$ cat config.mk
export PLATFORM = sky130hd
export DESIGN_NAME = jtag_axi_dispatch
export DESIGN_NICKNAME = d
export VERILOG_FILES = /design/src/rtl/jtag_axi_dispatch.sv
export SDC_FILE = /design/constraint.sdc
export NUM_CORES = 1
export LEC_CHECK = 0
export CORE_UTILIZATION = 54
export CTS_CLUSTER_SIZE = 25
export DETAILED_ROUTE_END_ITERATION = 6
export PLACE_DENSITY = 0.79
export SYNTH_ARGS = -nofsm -noshare
export SYNTH_HDL_FRONTEND = slang
export SYNTH_SLANG_ARGS = --single-unit
$ cat constraint.sdc
create_clock -name tck -period 7.2 [get_ports tck]
set_clock_uncertainty 0.15 [all_clocks]
set_input_delay 2.16 -clock tck [delete_from_list [all_inputs] [get_ports tck]]
set_output_delay 2.16 -clock tck [all_outputs]
set_load 0.1 [all_outputs]
$ cat src/rtl/jtag_axi_dispatch.sv
// Request scheduler in the tck domain: queues JTAG requests into the request async FIFO
// and drains the response async FIFO into a held status word released by the JTAG reader.
module jtag_axi_dispatch #(
  parameter int INFO_W     = 72,
  parameter int STS_W      = 35,
  parameter int QDEPTH     = 4,
  parameter int SLOT_W     = 3,
  parameter int MAX_OUTSTD = 8
) (
  input  logic                             tck,
  input  logic                             trstn,
  input  logic                             req_new_i,
  input  logic [INFO_W-1:0]                req_info_i,
  input  logic                             clear_i,
  input  logic [SLOT_W-1:0]                afifo_slots_i,
  output logic                             afifo_wr_o,
  output logic [INFO_W-1:0]                afifo_wdata_o,
  input  logic                             rfifo_empty_i,
  output logic                             rfifo_rd_o,
  input  logic [STS_W-1:0]                 rfifo_rdata_i,
  output logic [STS_W-1:0]                 status_o,
  output logic                             status_valid_o,
  input  logic                             status_rd_i,
  output logic [$clog2(MAX_OUTSTD+1)-1:0]  outstanding_o,
  output logic                             busy_o,
  output logic                             ovf_o
);

  localparam int PTR_W = $clog2(QDEPTH);
  localparam int CNT_W = $clog2(QDEPTH + 1);
  localparam int OUT_W = $clog2(MAX_OUTSTD + 1);

  typedef enum logic [1:0] {S_EMPTY, S_FETCH, S_HOLD} rsp_state_t;

  logic [INFO_W-1:0] q_mem [QDEPTH];
  logic [PTR_W-1:0]  rd_ptr, wr_ptr;
  logic [CNT_W-1:0]  q_cnt, q_cnt_nxt;
  logic              q_empty, q_full;
  logic              slots_ok, outstd_ok, can_issue;
  logic              issue, bypass, push, pop, drop;
  logic [INFO_W-1:0] issue_data;
  logic [OUT_W-1:0]  outstd_nxt;
  logic              busy_nxt;

  rsp_state_t        state, state_nxt;
  logic              capture;

  assign q_empty   = (q_cnt == '0);
  assign q_full    = (q_cnt == CNT_W'(QDEPTH));
  // Compare instead of subtracting so a stale zero slot count with a pending write cannot wrap.
  assign slots_ok  = (afifo_slots_i > SLOT_W'(afifo_wr_o));
  assign outstd_ok = (outstanding_o < OUT_W'(MAX_OUTSTD));
  assign can_issue = !clear_i && slots_ok && outstd_ok;

  // An incoming request on an empty queue goes straight to the FIFO write register.
  assign bypass     = q_empty && req_new_i && can_issue;
  assign issue      = can_issue && (!q_empty || req_new_i);
  assign pop        = issue && !q_empty;
  assign push       = req_new_i && !clear_i && !q_full && !bypass;
  assign drop       = req_new_i && !clear_i && q_full;
  assign issue_data = q_empty ? req_info_i : q_mem[rd_ptr];

  always_comb begin
    q_cnt_nxt = q_cnt;
    if (clear_i) begin
      q_cnt_nxt = '0;
    end else if (push && !pop) begin
      q_cnt_nxt = q_cnt + CNT_W'(1);
    end else if (pop && !push) begin
      q_cnt_nxt = q_cnt - CNT_W'(1);
    end
  end

  always_comb begin
    outstd_nxt = outstanding_o;
    if (issue && !capture) begin
      outstd_nxt = outstanding_o + OUT_W'(1);
    end else if (capture && !issue && (outstanding_o != '0)) begin
      outstd_nxt = outstanding_o - OUT_W'(1);
    end
  end

  assign busy_nxt = (q_cnt_nxt != '0) || (outstd_nxt != '0);

  always_ff @(posedge tck) begin
    if (push) begin
      q_mem[wr_ptr] <= req_info_i;
    end
  end

  always_ff @(posedge tck) begin
    if (!trstn) begin
      rd_ptr        <= '0;
      wr_ptr        <= '0;
      q_cnt         <= '0;
      ovf_o         <= 1'b0;
      afifo_wr_o    <= 1'b0;
      afifo_wdata_o <= '0;
      outstanding_o <= '0;
      busy_o        <= 1'b0;
    end else begin
      afifo_wr_o <= issue;
      if (issue) begin
        afifo_wdata_o <= issue_data;
      end
      if (clear_i) begin
        rd_ptr <= '0;
        wr_ptr <= '0;
      end else begin
        if (push) wr_ptr <= wr_ptr + PTR_W'(1);
        if (pop)  rd_ptr <= rd_ptr + PTR_W'(1);
      end
      q_cnt <= q_cnt_nxt;
      if (clear_i) begin
        ovf_o <= 1'b0;
      end else if (drop) begin
        ovf_o <= 1'b1;
      end
      outstanding_o <= outstd_nxt;
      busy_o        <= busy_nxt;
    end
  end

  always_ff @(posedge tck) begin
    if (!trstn) begin
      state <= S_EMPTY;
    end else begin
      state <= state_nxt;
    end
  end

  always_comb begin
    state_nxt  = state;
    rfifo_rd_o = 1'b0;
    capture    = 1'b0;
    case (state)
      S_EMPTY: begin
        if (!rfifo_empty_i) begin
          rfifo_rd_o = 1'b1;
          state_nxt  = S_FETCH;
        end
      end
      S_FETCH: begin
        capture   = 1'b1;
        state_nxt = S_HOLD;
      end
      S_HOLD: begin
        if (status_rd_i) begin
          if (!rfifo_empty_i) begin
            rfifo_rd_o = 1'b1;
            state_nxt  = S_FETCH;
          end else begin
            state_nxt = S_EMPTY;
          end
        end
      end
      default: state_nxt = S_EMPTY;
    endcase
    // A read strobe during reset would pop an entry the held state can never capture.
    if (!trstn) begin
      rfifo_rd_o = 1'b0;
    end
  end

  always_ff @(posedge tck) begin
    if (!trstn) begin
      status_o       <= '0;
      status_valid_o <= 1'b0;
    end else begin
      if (capture) begin
        status_o <= rfifo_rdata_i;
      end
      status_valid_o <= (state_nxt == S_HOLD);
    end
  end

endmodule

==> out/qor.csv, run 1 <==
metric,value,unit
status,"complete, no violations",
drv_cap,0,
grt_usage,21.5,%
hold_viol,0,
synth.largest_area_cell,edfxtp_1,
ys_seq_elements,414,
worstPathBufferInverterCount,2,
area.growth.synth_to_final,25.3,%
holdCritPathClass,flop to flop,
share_clk_of_total_power,37.9,%
power.internal,4.20,mW
period_needed,5.60,ns
p_sw_share,26.7,%
leakage,7.23,nW
clock_tree.root_cell,clkbuf_16,
gr-total-overflow,0,
core,0.0289,sq mm
number_of_distinct_standard_cells_referenced_by_the_synthesized_netlist,45,
critical_path_type,input pin to primary output,
fp.dieH,174,um
layout.nets,1323,
synthesis.instances,972,
synth_top_cells_by_area,"edfxtp_1 (54%), dfxtp_1 (16%), mux4_2 (10%)",
grt_pass1_wl,51000,um
placementRows,62,
async_flop_share,0,%
starting_density,55.4,%
drcViolationCount,0,
seqPwrFrac,46.7,%
first_iter_violations,518,
grt_max_degree,84,
vias_in_the_first_global_route,9408,
cts.sink_count,414,
detail_route.wl_per_cell,20.0,um
timing.critical_path.to_type,primary output,
rsz0062_at_grt,false,
die_w,174,um
number_of_cts_inserted_buffers,42,
totalNegativeSetupSlack,0,ns
slowest_delay,0.48,ns
htree_levels,2,
ant_nets,0,
pin_count,232,
die_area,0.0304,sq mm
cts_hold_buf,0,
cts_resized,0,
worst_setup_path_start_kind,input pin,
synth_nets,1098,
max_freq,179,MHz
power.switching,1.53,mW
route.detailed.vias_per_inst,5.62,
power.ir.vdd_worst,235,uV
drv_slew,0,
post_synth_most_frequent_cells,"edfxtp_1 (288), nand2_1 (147), dfxtp_1 (126)",
yosys.area.top_type_share,54.0,%
layout-drive-gt1-share,13.2,%
crit_path_top_delay_cell,clkdlybuf4s50_1,
synth-seq-area-share,69.7,%
post_route_fraction_of_the_period_consumed_by_the_critical_path,77.7,%
synth_edf_count,288,
tritoncts_clock_tree,done,
synth_most_common_cell,edfxtp_1,
clk-insertion-delay-late,0.53,ns
numPortBuffers,231,
synth.cell_area,0.0160,sq mm
crit_required,4.89,ns
drt_pass1_iterations,5,
worst_pin_slew,1.10,ns
crit_family,buffers and inverters,
worstPathCellList,clkdlybuf4s50_1 > nor2b_1 > nor4b_2 > buf_4,
num_vias,9086,
avg_inst_size_synth,16.5,sq um
pwr-share-comb,15.4,%
clkSlewWorstSetupHoldPaths,0.06,ns
slew-limit-headroom,26.5,%
critical_path_arrival,3.29,ns
cellPowerDensity,285,mW/mm^2
finalSetupViolations,0,
cts-root-to-sink-buffers,3,
dp_hpwl,19500,um
hold_slack,0.312,ns
synth_top_flop_cell,edfxtp_1,
yosysWarnings,0,
initial_antenna_violation_count,2,
cts_setup_buffers,0,
critPathMaxFanout,3,
gp_congestion,0.817,
routed_wirelength,32400,um
path summary, 6_finish.rpt:
path / slack (ns) / startpoint / endpoint / depth (start not counted)
worst max-delay path: 1.60 / status_rd_i / rfifo_rd_o / 4
worst min-delay path: 0.31 / status_o[14] / status_o[14] / 2
worst max register to register: 3.59 / q_cnt[1] / q_mem[0][44] / 7
worst min register to register: 0.31 / status_o[14] / status_o[14] / 2
worst min-delay path, cell delays in order (launching register included):
cell	delay [ns]
dfxtp_1	0.30
nand2_1	0.04
a21boi_0	0.06
flip-flops by register name (all words and copies together), names as in the netlist, named ones only:
name / flops
busy_o: 1
status_valid_o: 1
status_o: 35
outstanding_o: 4
q_mem: 288
rd_ptr: 2
state: 2
afifo_wdata_o: 72
wr_ptr: 2
ovf_o: 1
q_cnt: 3
afifo_wr_o: 1
layer usage:
metal | up-vias | wire length, um | global-route usage [%]
met5 | - | 0 | 0
met4 | 0 | 564 | 5.74
met3 | 46 | 1810 | 3.96
met2 | 288 | 16300 | 37.3
met1 | 4562 | 13700 | 27.8
li1 | 4190 | - | -
layout by cell type (no fill, tap or decap), types with 14 or more instances in the layout:
master and n:
mux2i_1 74, dfxtp_1 124, o211a_1 73, buf_4 16
clkbuf_1 14, a21boi_0 36, clkbuf_16 42, clkdlybuf4s50_1 229
mux4_2 72, nor2_1 15, nand2_1 147, edfxtp_1 288
cell type report:
cell class              count  area, sq um
diodes                      2         5.00
well taps                 384          480
flip-flops and latches    414        11200
clock inverters            18          233
repair buffers            246         2430
multi-input cells         485         4560
clock buffers              60         1150
inverters                   8         30.0
fillers                  1895         8860
power by group through the flow:
stage	registers, mW	clock network (mW)	logic, mW
2_1_floorplan	3.11	0	0.236
3_3_place_gp	2.72	0	0.875
3_5_place_dp	2.72	0	0.884
4_1_cts	2.67	2.20	0.887
5_1_grt	2.68	2.30	0.921
6_report	2.67	2.17	0.882
stage by stage:
stage                     utilization [%]  power, mW  instances  cell area [sq um]  worst slack, ns
final                                69.4       5.72       1617              20100             1.60
after detailed placement             64.6       3.60       1537              18700             1.60
after floorplan                         -       3.35        972              16000            0.536
after global placement               64.6       3.59       1537              18700             1.64
after global routing                 69.4       5.90       1617              20100             1.59
after CTS                            69.4       5.76       1615              20100             1.60
logic make-up (layout without fill, tap and decap cells):
| group | Yosys count | after routing | synth area share [%] |
|---|---|---|---|
| compound gates | 135 | 135 | 7.61 |
| simple gates | 189 | 189 | 4.89 |
| other cells | 0 | 2 | 0 |
| flops | 414 | 414 | 69.7 |
| fa+ha+maj | 10 | 10 | 0.781 |
| mux | 147 | 147 | 14.8 |
| buf+inv | 73 | 332 | 1.94 |
| xor+xnor | 4 | 4 | 0.219 |
Note: power is estimated with default switching activity, not from simulation.
==> run 2, diff against run 1 <==
- CORE_UTILIZATION: 54 -> 49
- PLACE_DENSITY: 0.79 -> 0.76
- clock period: 7.2 -> 4.5 ns (I/O delays scaled with it)
==> run 2 against run 1 <==
Against the previous run: register-to-register slack lost 1.8 ns; non-clock buffer count grew 3; cell count grew 3.3%; critical path type unchanged.
==> out/qor.csv, run 2 (synthesized netlist as in run 1, its figures left out) <==
metric,value,unit
status,"complete, no violations",
finalPower,9.12,mW
ant_nets,0,
die_area,0.0334,sq mm
globalRouteMet3Util,4.51,%
cts.sink_count,414,
fraction_of_met2_tracks_used_by_global_routing,33.8,%
route.detailed.vias_per_inst,5.47,
worst_pin_slew,1.11,ns
layout_top_registers,"q_mem: 288 flops, afifo_wdata_o: 72 flops, status_o: 35 flops",
hold_viol,0,
critical_path_arrival,2.41,ns
max_freq,256,MHz
grt_max_degree,114,
critPathMaxFanout,3,
num_vias,9142,
final_common_cell,edfxtp_1,
drcViolationCount,0,
worst_setup_path_start_kind,input pin,
totalNegativeSetupSlack,0,ns
fp.dieH,183,um
grt.met1_usage,25.8,%
numPortBuffers,231,
layout.nets,1326,
clock_tree.root_cell,clkbuf_16,
largest_register_ff_count,288,
grt_usage,19.9,%
area.growth.synth_to_final,26.7,%
global_route.peak_usage_layer,met2,
core,0.0319,sq mm
critical_path_type,input pin to primary output,
initial_antenna_violation_count,2,
drv_slew,0,
slew-limit-headroom,25.9,%
drv_cap,0,
vias_in_the_first_global_route,9184,
die_w,183,um
power.ir.vdd_worst,354,uV
rsz0062_at_grt,false,
num-fill-cells,2289,
timing.critical_path.to_type,primary output,
number_of_cts_inserted_buffers,42,
detail_route.wl_per_cell,19.9,um
holdCritPathClass,flop to flop,
htree_levels,2,
placementRows,65,
drt_pass1_iterations,5,
registers.top_by_ff_count,q_mem,
first_iter_violations,636,
crit_required,3.00,ns
final_cell_mix,"edfxtp_1 (288), clkdlybuf4s50_1 (228), nand2_1 (147), dfxtp_1 (124), mux2i_1 (74)",
cts_hold_buf,0,
finalSetupViolations,0,
grt_pass1_wl,51600,um
layout-drive-gt1-share,13.5,%
cts_setup_buffers,0,
cellPowerDensity,450,mW/mm^2
period_needed,3.91,ns
dp_hpwl,20200,um
clk-insertion-delay-late,0.53,ns
cts-root-to-sink-buffers,3,
cts_resized,0,
leakage,7.27,nW
gp_congestion,0.733,
gr-total-overflow,0,
pin_count,232,
post_route_fraction_of_the_period_consumed_by_the_critical_path,86.9,%
post-route-worst-setup-slack,0.588,ns
routed_wirelength,33200,um
starting_density,50.2,%
tritoncts_clock_tree,done,
clkSlewWorstSetupHoldPaths,0.06,ns
dp_slack,0.326,ns
==> run 2: cell count changes in the layout (fill, tap and decap cells not counted), sizes merged <==
cell,change
clkdlybuf4s50,-1
bufinv,-4
diode,-1
buf,+4
inv,-2
clkinv,+1
clkbuf,+4
clkinvlp,+1
==> run 2: worst paths after layout <==
path	startpoint	endpoint	slack, ns	cells after the start
worst max-delay path	status_rd_i	rfifo_rd_o	0.59	4
worst max register to register	q_cnt[1]	q_mem[3][7]	1.75	7
worst min register to register	status_o[10]	status_o[10]	0.31	2
worst min-delay path	status_o[10]	status_o[10]	0.31	2
==> run 2: power breakdown <==
| group | total (mW) | switching [mW] | internal (mW) | leakage (nW) |
|---|---|---|---|---|
| combinational | 1.43 | 0.993 | 0.435 | 2.95 |
| sequential | 4.27 | 0.0685 | 4.20 | 3.65 |
| clock | 3.42 | 1.39 | 2.03 | 0.681 |
==> run 2: cell type report <==
type	instances	area [sq um]	share of cell area [%]
multi-input cells	485	4570	22.5
inverters	8	30.0	0.148
clock inverters	14	123	0.604
clock buffers	64	1280	6.30
diodes	1	2.50	0.0123
well taps	435	544	2.68
repair buffers	249	2560	12.6
flip-flops and latches	414	11200	55.1
==> run 2: worst max-delay path, cell delays in order <==
cell             delay [ns]
clkdlybuf4s50_1        0.48
nor2b_1                0.09
nor4b_4                0.27
buf_12                 0.21
==> run 2: per-stage QoR <==
step	instance area [sq um]	std cells	utilization (%)	hold slack, ns
after floorplan	16000	972	-	0.335
after global placement	18900	1591	59.2	0.300
after detailed placement	18900	1591	59.2	0.307
after CTS	20300	1669	63.6	0.315
after global routing	20300	1669	63.6	0.330
final	20300	1670	63.6	0.310
==> run 2: metal layers <==
| layer | share of wire, % | wire length (um) |
|---|---|---|
| met2 | 49 | 16200 |
| met3 | 6.4 | 2120 |
| met5 | 0.039 | 13 |
| met1 | 43 | 14200 |
| met4 | 2.1 | 704 |
